File: src/rtl/vga_timing_gen.sv
// vga_timing_gen: parametrised raster timing generator with internal pixel-rate clock enable
module vga_timing_gen #(
   parameter int H_ACTIVE = 640,
   parameter int H_FP     = 16,
   parameter int H_SYNC   = 96,
   parameter int H_BP     = 48,
   parameter int V_ACTIVE = 480,
   parameter int V_FP     = 10,
   parameter int V_SYNC   = 2,
   parameter int V_BP     = 33,
   parameter int HS_POL   = 0,
   parameter int VS_POL   = 0,
   parameter int CLK_DIV  = 4,
   parameter int CW       = 10,
   parameter int FCW      = 8
) (
   input  logic           clk,
   input  logic           reset,
   input  logic           enable,
   output logic           pix_tick,
   output logic [CW-1:0]  pixel_x,
   output logic [CW-1:0]  pixel_y,
   output logic           hsync,
   output logic           vsync,
   output logic           de,
   output logic           line_start,
   output logic           frame_start,
   output logic [FCW-1:0] frame_count
);
   localparam int H_TOTAL = H_ACTIVE + H_FP + H_SYNC + H_BP;
   localparam int V_TOTAL = V_ACTIVE + V_FP + V_SYNC + V_BP;
   localparam int DW      = (CLK_DIV > 1) ? $clog2(CLK_DIV) : 1;
   localparam logic [DW-1:0] DIV_LAST = DW'(CLK_DIV - 1);
   localparam logic [CW-1:0] X_LAST   = CW'(H_TOTAL - 1);
   localparam logic [CW-1:0] Y_LAST   = CW'(V_TOTAL - 1);
   // region bounds are one bit wider so an end bound equal to the total cannot wrap
   localparam logic [CW:0] X_ACT  = (CW+1)'(H_ACTIVE);
   localparam logic [CW:0] Y_ACT  = (CW+1)'(V_ACTIVE);
   localparam logic [CW:0] HS_BEG = (CW+1)'(H_ACTIVE + H_FP);
   localparam logic [CW:0] HS_END = (CW+1)'(H_ACTIVE + H_FP + H_SYNC);
   localparam logic [CW:0] VS_BEG = (CW+1)'(V_ACTIVE + V_FP);
   localparam logic [CW:0] VS_END = (CW+1)'(V_ACTIVE + V_FP + V_SYNC);
   localparam logic HS_ON = (HS_POL != 0);
   localparam logic VS_ON = (VS_POL != 0);

   logic [DW-1:0]  div_q, div_d;
   logic [CW-1:0]  x_q, x_d, y_q, y_d;
   logic           hs_q, hs_d, vs_q, vs_d, de_q, de_d;
   logic           tick_q, tick_d, ls_q, ls_d, fs_q, fs_d;
   logic [FCW-1:0] fc_q, fc_d;
   logic           adv;
   logic [CW:0]    xw, yw;

   assign adv = enable && (div_q == DIV_LAST);
   assign xw  = {1'b0, x_d};
   assign yw  = {1'b0, y_d};

   // divider and raster counters: advance once per divider wrap, hold while paused
   always_comb begin
      div_d = div_q;
      x_d   = x_q;
      y_d   = y_q;
      if (enable)
         div_d = adv ? '0 : div_q + 1'b1;
      if (adv) begin
         x_d = (x_q == X_LAST) ? '0 : x_q + 1'b1;
         y_d = (x_q != X_LAST) ? y_q : (y_q == Y_LAST) ? '0 : y_q + 1'b1;
      end
   end

   // sync/de decoded from the next coordinates so they line up with pixel_x/pixel_y
   always_comb begin
      hs_d   = adv ? (((xw >= HS_BEG) && (xw < HS_END)) ? HS_ON : !HS_ON) : hs_q;
      vs_d   = adv ? (((yw >= VS_BEG) && (yw < VS_END)) ? VS_ON : !VS_ON) : vs_q;
      de_d   = adv ? ((xw < X_ACT) && (yw < Y_ACT)) : de_q;
      tick_d = adv;
      ls_d   = adv && (x_d == '0);
      fs_d   = adv && (x_d == '0) && (y_d == '0);
      fc_d   = fs_d ? fc_q + 1'b1 : fc_q;
   end

   // state registers; reset parks the raster on the last pixel so the first advance lands on (0,0)
   always_ff @(posedge clk or posedge reset) begin
      if (reset) begin
         div_q  <= '0;
         x_q    <= X_LAST;
         y_q    <= Y_LAST;
         hs_q   <= !HS_ON;
         vs_q   <= !VS_ON;
         de_q   <= 1'b0;
         tick_q <= 1'b0;
         ls_q   <= 1'b0;
         fs_q   <= 1'b0;
         fc_q   <= '1;
      end else begin
         div_q  <= div_d;
         x_q    <= x_d;
         y_q    <= y_d;
         hs_q   <= hs_d;
         vs_q   <= vs_d;
         de_q   <= de_d;
         tick_q <= tick_d;
         ls_q   <= ls_d;
         fs_q   <= fs_d;
         fc_q   <= fc_d;
      end
   end

   assign pix_tick    = tick_q;
   assign pixel_x     = x_q;
   assign pixel_y     = y_q;
   assign hsync       = hs_q;
   assign vsync       = vs_q;
   assign de          = de_q;
   assign line_start  = ls_q;
   assign frame_start = fs_q;
   assign frame_count = fc_q;
endmodule
File: config.mk
export PLATFORM = sky130hd
export DESIGN_NAME = vga_timing_gen
export DESIGN_NICKNAME = d
export VERILOG_FILES = /design/src/rtl/vga_timing_gen.sv
export SDC_FILE = /design/constraint.sdc
export NUM_CORES = 1
export LEC_CHECK = 0
export BUFFER_PORTS_ARGS = -buffer_cell sky130_fd_sc_hd__buf_2
export CAP_MARGIN = 20
export CORE_MARGIN = 4
export CORE_UTILIZATION = 60
export DETAILED_ROUTE_END_ITERATION = 6
export PLACE_DENSITY = 0.86
export RECOVER_POWER = 50
export SYNTH_ARGS = -nofsm -noshare
export SYNTH_HDL_FRONTEND = slang
export SYNTH_SLANG_ARGS = --single-unit
File: constraint.sdc
create_clock -name clk -period 4.32 [get_ports clk]
set_input_delay 0.864 -clock clk [delete_from_list [all_inputs] [get_ports clk]]
set_output_delay 0.864 -clock clk [all_outputs]
set_load 0.01 [all_outputs]
==> flow_metrics.py <==
metrics = {
    "synth": {
        "ys_seq_area_frac": 0.443,
        "yosysTopAreaCell": "dfstp_2",
        "syn-num-nets": 220,
        "synth_area_leaders": "dfstp_2, dfrtp_1, xor2_1",
        "yosys.area.top_type_share": 0.251,
        "async_flop_share": 1.00,
        "yosysMostFrequentCell": "dfstp_2",
        "synthFlopType": "dfstp_2",
        "synth_cell_type_count": 47,
        "syn_area_per_cell_um2": 9.87,
        "synth_commonest_cells": "dfstp_2, nor2_1, dfrtp_1, o21ai_0, nand2_1",
        "syn_inst": 212,
        "synth_edf_count": 0,
        "syn_area_um2": 2090,
        "synth_seq_cells": 36,
        "yosysWarnings": 0,
    },
    "power_and_ir_drop": {
        "vdd_drop_max_mv": 0.318,
        "seqPwrFrac": 0.523,
        "switching_share": 0.345,
        "p_leak_nw": 1.01,
        "p_int_mw": 0.612,
        "clkPwrFrac": 0.216,
        "combPwrFrac": 0.262,
        "power_density_nw_per_um2": 403,
        "p_sw_mw": 0.322,
    },
    "timing": {
        "tightest_slew_ns": 1.80,
        "max_freq_mhz": 283,
        "fin_skew_ns": 0.00852,
        "setup_viol": 0,
        "rsz0062_at_grt": "false",
        "slew_viol_final": 37,
        "hold_viol": 0,
        "worst_slew_margin_rel": -0.201,
        "fin_crit_ns": 3.54,
        "fin_crit_sh": 0.819,
        "fin_tns_setup_ns": 0,
    },
    "clock_network": {
        "cts_max_level": 2,
        "clockBufferDepth": 2,
        "post_cts_resized": 0,
        "numCtsBuffers": 5,
        "tritoncts": "built",
        "postCtsSetupBuffers": 0,
        "clkSinkCount": 36,
        "postCtsHoldBufs": 0,
        "cts_root_buf": "clkbuf_4",
        "clk_latency_ns": 0.36,
        "clk_pin_slew_ns": 0.11,
    },
    "setup_path": {
        "cp-start-kind": "register",
        "cp.required_ns": 4.61,
        "worstSetupPathType": "register to register",
        "ff2ff_setup_slack_ns": 0.78,
        "critPathMaxFanout": 10,
        "r2r-end": "frame_count[5]",
        "worstPathArrival_ns": 3.83,
        "end_kind": "register",
        "r2r-start": "pixel_x[0]",
        "r2r_cells": 9,
    },
    "floorplan": {
        "fp.coreArea_um2": 3360,
        "rows": 21,
        "die_y_um": 67.1,
        "io_pins": 37,
        "fp.dieW_um": 67.1,
        "dieArea_um2": 4500,
        "initial_core_util": 0.622,
    },
    "placement": {
        "place_inst": 286,
        "routabilityCongestion": 0.926,
        "dp_hpwl_um": 3400,
        "placement.io_buffers": 36,
    },
    "detailed_routing": {
        "drtIter0Drc": 234,
        "routed_via_density": 6.20,
        "drt-total-wl_um": 4780,
        "ant_nets": 0,
        "drc_errors": 0,
        "vias": 1823,
        "avgRoutedWirePerCell_um": 16.2,
        "drt_first_pass_iters": 4,
    },
    "grt": {
        "gr-usage-all-layers": 0.241,
        "grt_pass1_wl_um": 8110,
        "grt_pass1_vias": 1705,
        "grt_overflow": 0,
        "grt_max_degree": 37,
        "antenna_found_initial": 0,
    },
    "run": {
        "cap_violations": 1,
    },
    "outcome": {
        "violations": "capacitance limit, slew limit",
        "status": "finished with violations",
    },
    "cells_and_area": {
        "area_growth_pct": 10.8,
        "fillers": 300,
        "layout.nets": 255,
        "n_antenna_cell": 0,
        "final-instance-count-excl-fill": 294,
        "drive_gt1_frac": 0.258,
    },
    "worst_hold_path": {
        "hold_end": "frame_count[7]",
        "hold_depth": 1,
        "hold_class": "register to register",
        "worstHoldStart": "frame_count[7]",
    },
}
==> layer usage <==
layer	GRT usage	wire, µm	up-vias
li1	-	-	843
met3	0.0641	476	12
met5	0	0	-
met4	0.104	100	0
met2	0.363	2250	107
met1	0.322	1950	861
==> state kept, by name, indices dropped and copies added (netlist names) <==
name	cells
line_start	1
pix_tick	1
hsync	1
pixel_x	10
frame_count	8
de	1
div_q	2
pixel_y	10
vsync	1
frame_start	1
==> worst max path at each step <==
stage	start	end	slack, ns	cells past startpoint
finish	pixel_x[0]	frame_count[5]	0.78	9
global route	pixel_x[0]	frame_count[5]	0.48	9
CTS	pixel_x[0]	frame_count[5]	0.96	9
detailed placement	enable	frame_count[5]	0.87	9
global placement	enable	frame_count[1]	1.05	8
floorplan	enable	frame_count[1]	1.24	9
==> kinds of logic (layout without fill, tap and decap cells) <==
kind of cell    Yosys count  after routing  synth area share
xor+xnor                 20             20            0.0837
flops                    36             36             0.443
mux                       3              3            0.0161
compound gates           44             44             0.138
buf+inv                  17             53            0.0389
fa+ha+maj                 5              5            0.0299
simple gates             87             87             0.251
==> power by group through the flow <==
stage / registers [mW] / clock network [mW] / logic, mW
finish: 0.488 / 0.202 / 0.244
global route: 0.502 / 0.219 / 0.276
CTS: 0.490 / 0.205 / 0.254
detailed placement: 0.495 / 0 / 0.252
global placement: 0.492 / 0 / 0.240
floorplan: 0.501 / 0 / 0.153
==> critical path, stage by stage (launching register included) <==
cell	delay [ns]
dfstp_1	0.64
ha_1	0.29
nand3_1	0.33
or2_1	0.46
nor4_1	0.37
xor2_1	0.16
nand4b_1	0.26
nor4b_4	0.56
nand4_1	0.21
xnor2_1	0.18
==> final cells by class <==
| type | instances | area, µm² | area share |
|---|---|---|---|
| Multi-Input combinational cell | 159 | 1060 | 0.458 |
| Sequential cell | 36 | 926 | 0.399 |
| Timing Repair Buffer | 37 | 176 | 0.0761 |
| Tap cell | 46 | 57.6 | 0.0248 |
| Clock buffer | 6 | 51.3 | 0.0221 |
| Inverter | 8 | 30.0 | 0.0130 |
| Clock inverter | 2 | 15.0 | 0.00648 |
==> metrics by stage <==
step / setup slack [ns] / cell area, µm² / utilization / power, mW / hold WS, ns
final: 0.784 / 2320 / 0.689 / 0.934 / 0.495
after detailed placement: 0.867 / 2290 / 0.680 / 0.747 / 0.478
after floorplan: 1.24 / 2090 / - / 0.655 / 0.485
after global routing: 0.482 / 2320 / 0.689 / 0.997 / 0.509
after global placement: 1.05 / 2290 / 0.680 / 0.732 / 0.476
after CTS: 0.961 / 2350 / 0.699 / 0.949 / 0.498
==> cells in the final DEF, fill, tap and decap left out, types with 4 or more instances in the layout <==
cell / n
ha_1: 5
nor3b_1: 4
clkbuf_1: 7
dfstp_2: 18
nand4_1: 10
o31ai_1: 5
and3_1: 9
dfrtp_1: 16
inv_1: 8
o21ai_0: 16
buf_2: 30
nand2_1: 16
a21oi_1: 7
nand3_1: 7
nor4b_1: 4
nor2_1: 17
xnor2_1: 9
xor2_1: 11
clkbuf_4: 5
(Power assumes the default switching activity.)
